--- config.mk ---
export PLATFORM = sky130hd
export DESIGN_NAME = uart_tx
export DESIGN_NICKNAME = d
export VERILOG_FILES = /design/src/rtl/uart_tx.sv
export SDC_FILE = /design/constraint.sdc
export NUM_CORES = 1
export LEC_CHECK = 0
export ABC_AREA = 1
export CORE_MARGIN = 2
export CORE_UTILIZATION = 30
export DETAILED_ROUTE_END_ITERATION = 12
export GPL_TIMING_DRIVEN = 0
export HOLD_SLACK_MARGIN = 0.03
export PLACE_DENSITY = 0.52
export SETUP_SLACK_MARGIN = 0.2
export SYNTH_ARGS = -nofsm -noshare
export SYNTH_HDL_FRONTEND = slang
export SYNTH_SLANG_ARGS = --single-unit
--- constraint.sdc ---
create_clock -name i_tx_clk -period 1.4 [get_ports i_tx_clk]
set_input_delay 0.35 -clock i_tx_clk [delete_from_list [all_inputs] [get_ports i_tx_clk]]
set_output_delay 0.35 -clock i_tx_clk [all_outputs]
set_load 0.03 [all_outputs]
--- src/rtl/uart_tx.sv ---
// uart_tx: byte-to-serial UART transmitter (start, 8 data LSB-first, optional parity, 1 stop)
module uart_tx #(
  parameter int CLKS_PER_BIT = 16,
  parameter bit PARITY_ODD = 1'b0
) (
  input  logic       i_tx_clk,
  input  logic       i_tx_rst,
  input  logic       i_start_bit,
  input  logic [7:0] i_data_in,
  input  logic       i_parity_bit,
  output logic       o_tx_data_out,
  output logic       o_tx_data_done,
  output logic       o_tx_busy
);
  localparam int CW = $clog2(CLKS_PER_BIT + 1);
  localparam logic [CW-1:0] LAST = CW'(CLKS_PER_BIT - 1);
  localparam logic [2:0] IDLE = 3'd0, START = 3'd1, DATA = 3'd2, PARITY = 3'd3, STOP = 3'd4;
  logic [2:0] state;
  logic [CW-1:0] clk_cnt;
  logic [2:0] bit_idx;
  logic [7:0] data_reg;
  logic par_en;
  always_ff @(posedge i_tx_clk) begin
    if (!i_tx_rst) begin
      state <= IDLE;
      clk_cnt <= '0;
      bit_idx <= '0;
      data_reg <= '0;
      par_en <= 1'b0;
      o_tx_data_out <= 1'b1;
      o_tx_data_done <= 1'b0;
      o_tx_busy <= 1'b0;
    end else begin
      o_tx_data_done <= 1'b0;
      if (state == IDLE) begin
        if (i_start_bit) begin
          state <= START;
          data_reg <= i_data_in;
          par_en <= i_parity_bit;
          clk_cnt <= '0;
          bit_idx <= '0;
          o_tx_data_out <= 1'b0;
          o_tx_busy <= 1'b1;
        end
      end else if (clk_cnt != LAST) begin
        clk_cnt <= clk_cnt + CW'(1);
      end else begin
        clk_cnt <= '0;
        case (state)
          START: begin
            state <= DATA;
            o_tx_data_out <= data_reg[0];
          end
          DATA: begin
            if (bit_idx == 3'd7) begin
              state <= par_en ? PARITY : STOP;
              o_tx_data_out <= par_en ? (^data_reg ^ PARITY_ODD) : 1'b1;
            end else begin
              bit_idx <= bit_idx + 3'd1;
              o_tx_data_out <= data_reg[bit_idx + 3'd1];
            end
          end
          PARITY: begin
            state <= STOP;
            o_tx_data_out <= 1'b1;
          end
          STOP: begin
            state <= IDLE;
            o_tx_busy <= 1'b0;
            o_tx_data_done <= 1'b1;
          end
          default: begin
            state <= IDLE;
            o_tx_busy <= 1'b0;
            o_tx_data_out <= 1'b1;
          end
        endcase
      end
    end
  end
endmodule

# Yosys cells after proc, flatten, opt, wreduce, memory -nomap -nowiden
# Cells that the tools add are included.
dict set report totals {
  rom_bits 0
  latchBits 0
  ramBits 0
  input_bits 12
  n_memories 0
  ff_bits 23
  out_inout_bits 3
}
dict set report classes {
  div 0
  n_eq_ne 12
  muxes 27
  shifts 0
  n_reduce_logical 10
  magnitude_cmp 1
  n_mul 0
  n_addsub 2
  bitwise 1
}
# cell n
set ops {}
lappend ops {{$mux 3} 10}
lappend ops {{$mux 5} 3}
lappend ops {{$mux 1} 11}
lappend ops {{$pmux 3 s3} 1}
lappend ops {{$reduce_and 3->1} 3}
lappend ops {{$ne 2x2->1 const B} 4}
lappend ops {{$reduce_xor 8->1} 1}
lappend ops {{$eq 3x2->1 const B} 2}
lappend ops {{$eq 3x3->1 const B} 2}
lappend ops {{$reduce_or 3->1} 2}
lappend ops {{$add 5x1->5 const B} 1}
lappend ops {{$ne 5x4->1 const B} 1}
lappend ops {{$lt 3x4->1 const B} 1}
lappend ops {{$reduce_and 4->1} 1}
lappend ops {{$add 3x1->3 const B} 1}
lappend ops {{$bmux 1 s3} 1}
lappend ops {{$eq 3x1->1 const B} 1}
lappend ops {{$logic_not 3->1} 1}
lappend ops {{$ne 3x3->1 const B} 1}
lappend ops {{$pmux 1 s3} 1}
lappend ops {{$ne 2x1->1 const B} 1}
lappend ops {{$reduce_and 2->1} 1}
lappend ops {{$reduce_bool 2->1} 1}
lappend ops {{$not 1->1} 1}

# Depth between registers and ports, before layout
dict set report logic_depth {
  word_depth 7
  depth_mapped 12
  depth_no_buf 12
}

# Least setup slack after synthesis
# Ideal clock, no wire load.
dict set report synth_path {
  kind {register -> register}
  from {reg bit_idx[0]}
  to {reg o_tx_data_out}
  setup_slack_ps -66
  synth_period_minus_slack_ps 1466
  path_stages_with_launch 13
  arrival_time_ps 1350
  cell_sequence {dfxtp_1 > ha_1 > ha_1 > inv_1 > nand3_1 > nand2_1 > nand2_1 > nand3_1 > nand2_1 > inv_1 > nand2_1 > nand2_1 > nand2_1}
}
dict set report synth_between {
  elab_chain_len 7
  word_cells_on_any_way 8
  classes_between {add/sub: 1; eq/ne: 1; mux: 6}
}
# item line
set synth_lines {}
lappend synth_lines {{start, declared} 20} ;# logic [2:0] bit_idx;
lappend synth_lines {{start signal, assigned} 59} ;# bit_idx <= bit_idx + 3'd1;
lappend synth_lines {{$add 3x1->3} 60} ;# o_tx_data_out <= data_reg[bit_idx + 3'd1];
lappend synth_lines {{$bmux 1 s3} 60}
lappend synth_lines {{$mux 1 (implied by the code)} 60}
lappend synth_lines {{$mux 1 *} 55} ;# if (bit_idx == 3'd7) begin
lappend synth_lines {{$pmux 1 s3 *} 49} ;# case (state)
lappend synth_lines {{$mux 1 *} 45} ;# end else if (clk_cnt != LAST) begin
lappend synth_lines {{$mux 1 *} 35} ;# if (state == IDLE) begin
lappend synth_lines {{end signal, assigned} 52} ;# o_tx_data_out <= data_reg[0];
lappend synth_lines {{end signal, assigned} 57} ;# o_tx_data_out <= par_en ? (^data_reg ^ PARITY_ODD) : 1'b1;
lappend synth_lines {{end signal, assigned} 60}
lappend synth_lines {{end, declared} 11} ;# output logic o_tx_data_out,
# Every way passes the cells marked *; elsewhere a longest branch is shown, timed or not. The select of a mux whose other input is x is not followed.
# A chain may end at the register's enable or synchronous reset.

# Worst setup path after layout
# Ends and elaborated chain as after synthesis.

==> key figures <==
Clocking
  • Hold buffers post-CTS: 0
  • Root buffer cell: clkbuf_8
  • Htree depth: 1
  • CTS sink cnt: 23
  • Total clock buffers created by CTS: 3
  • TritonCTS clock tree: yes
  • Clock-pin slew on the worst setup and hold paths: about 90 ps
  • Clock Path Buffers: 2
  • Worst-Skew Late Latency: about 270 ps

Worst setup path
  • Critical path peak fanout: 4
  • Worst setup SP type: register
  • Max incr delay on CP: around 360 ps
  • Crit path DAT: roughly 1600 ps
  • Crit path cell chain: ha_4, ha_4, inv_2, nand3_2, nand2_1, nand2_1, nand3_1, nand2_1, inv_1, nand2_1, nand2_1, nand2_1
  • CP Capture Type: register
  • Critical path type: register to register
  • Req. time, crit path: 1570 ps
  • Most Frequent Cell on Critical Path: nand2_1
  • CP max stage cell: dfxtp_4

Die
  • Core Rows: 24
  • Chip width: 71.7 um
  • # IOs: 15
  • DIE HEIGHT: slightly above 70 um
  • Initial core utilization: about a third
  • Core area: around 4400 um2
  • Die ar.: roughly 5000 um2

Global routing
  • Largest net degree at the start of global routing: 14
  • Total GRT Usage: 14.3%
  • Number of global-route vias before repair: 1,243
  • First-pass GRT wire length: approximately 5.8 mm
  • Grt total ovfl: 0
  • Initial antenna violation count: 0

STA
  • Fmax: roughly 0.71 GHz
  • RSZ-0062 raised after global routing: yes
  • Endpoints failing hold: 0
  • Final setup violation count: 0
  • Worst Clk Skew: ~5.7 ps
  • Slew margin rel.: between 80% and 90%
  • Fin. max-slew vios: 0
  • Post-route minimum period: 1400 ps
  • Worst-Margin Slew: 300 ps
  • Tcrit/Tclk final: between 90% and 100%
  • Setup TNS: 0 ps

Finish
  • Layout Nets: 259
  • Largest register FFs: 8
  • Share of post-route cells with drive strength above 1: 36.2%
  • Antenna diodes: 0
  • Non-Filler Instances: 295
  • Filler Cells Inserted: about 460
  • Area delta synth->final: 46.3%

Yosys
  • Cell area after synthesis: approximately 1400 um2
  • Cells after Synth: around 210
  • Cell variety after synth: 31
  • Yosys Warn Count: 0
  • Syn avg cell area: around 6.7 um2
  • Share of the synthesized area in the top cell type: around 33%
  • Area leader, netlist: dfxtp_1
  • #FFs+latches synth: 23
  • Syn nets: 220
  • Synth area leaders: dfxtp_1, nand2_1, a21oi_1, inv_1, o21ai_0
  • Sequential fraction of the synthesis area: between 30 and 40%

Outcome
  • Run status: finished clean

Power and ir drop
  • Pleak: roughly 0.87 nW
  • VDD IR max: 0.803 mV
  • Pwr per Cell Area: about 2100 nW/um2

Placed design
  • DP HPWL: between 2 and 2.5 mm
  • RD Place Congestion: between 0.8 and 0.9
  • Port Buffers: 14
  • Cell total after placement: roughly 270

Detailed routing
  • Final WL: between 3 and 4 mm
  • 1st-pass router iterations: 4
  • Avg WL per Cell: ~12 um
  • Via count: ~1,300
  • Post-route DRC violation count: 0
  • Via-to-Cell Ratio: between 4 and 5
  • Initial DRC Count: 57
  • Antenna-violating nets left: 0

Job
  • MaxCap Viol Count: 0

Worst hold path
  • Worst Hold Class: register to register
## cell usage in the layout, fill, tap and decap left out, drive strengths merged
cell,count
a211oi,1
a21oi,23
buf,24
clkbuf,7
clkdlybuf4s50,10
clkinv,2
clkinvlp,1
dfxtp,23
dlygate4sd2,1
ha,3
inv,29
nand2,64
nand3,12
nor2,15
nor3,2
nor4,1
o211ai,1
o21ai,17
o21bai,1
xnor2,3
xor2,3
## final timing paths
kind                            startpoint            end  slack (ps)  depth (start not counted)
worst max register to register  bit_idx[0]  o_tx_data_out           1                         12
worst max-delay path            bit_idx[0]  o_tx_data_out           1                         12
worst min register to register   o_tx_busy      o_tx_busy         470                          2
worst min-delay path             o_tx_busy      o_tx_busy         470                          2
## power breakdown
| part | internal (mW) | switching [mW] |
|---|---|---|
| Combinational | 1.24 | 1.47 |
| Clock | 0.199 | 0.231 |
| Sequential | 0.852 | 0.155 |
| Total | 2.30 | 1.86 |
## layout make-up
type	count	area, um2	area share [%]
multi-input combinational	146	912	45.3
buffer	6	42.5	2.11
timing repair inverter	1	7.51	0.373
sequential	23	477	23.7
clock inverter	1	5.00	0.249
timing repair buffer	33	335	16.7
clock buffer	3	41.3	2.05
inverter	30	128	6.34
tap	52	65.1	3.23
## synthesized netlist by cell type
| master | n |
|---|---|
| nor3_1 | 2 |
| a21oi_1 | 21 |
| inv_6 | 1 |
| buf_2 | 3 |
| o21bai_1 | 1 |
| nor4_1 | 1 |
| o21ai_1 | 2 |
| o211ai_1 | 1 |
| inv_2 | 5 |
| nor2_4 | 1 |
| nand3_1 | 12 |
| xor2_1 | 3 |
| nand2_1 | 59 |
| clkbuf_2 | 1 |
| a21oi_4 | 1 |
| a21oi_2 | 1 |
| inv_1 | 23 |
| nand2_2 | 3 |
| buf_6 | 1 |
| clkbuf_1 | 1 |
| nor2_8 | 1 |
| o21ai_0 | 14 |
| clkinv_1 | 1 |
| ha_1 | 3 |
| o21ai_4 | 1 |
| a211oi_1 | 1 |
| xnor2_1 | 3 |
| nor2_2 | 2 |
| dfxtp_1 | 23 |
| nor2_1 | 11 |
| nand2_4 | 2 |
## per-stage QoR
stage          utilization (%)  setup WS, ps  total power [mW]  hold WS [ps]  area [um2]
2_1_floorplan                -          82.5              2.47           453        1440
3_3_place_gp              37.6          -350              2.87           456        1650
3_5_place_dp              37.6          -354              2.86           473        1650
4_1_cts                   44.0         -7.20              4.01           489        1930
5_1_grt                   45.9         -84.7              4.52           492        2010
6_report                  45.9          1.29              4.15           469        2010
## worst max-delay path, delay by kind of cell, from the launching register on
family | cells | cell delay [ps]
simple gates | 8 | 450
flops | 1 | 360
buf+inv | 2 | 120
fa+ha+maj | 2 | 390
## layer usage
layer  share of wire [%]  vias up  wire length, um  GRT usage, %
li1                    -      725                -             -
met1                  51      593             1790          19.9
met2                  46       16             1590          22.5
met3                 2.4        2               84          2.67
met4                0.74        0               26          4.19
met5                   0        -                0             0
## cell families after synthesis
group / after synthesis / share of synthesized area, %
xor+xnor: 6 / 3.82
simple gates: 94 / 30.8
buf+inv: 36 / 11.1
compound gates: 43 / 18.1
fa+ha+maj: 3 / 2.73
flops: 23 / 33.5
## repair_timing
action,in CTS,in global routing
endpoints found under the hold margin,0,0
setup buffers,15,3
gates cloned,2,0
endpoints found under the setup margin,26,23
resized for setup,53,17
pin swaps,16,14
Power figures use the tool's default switching activity.
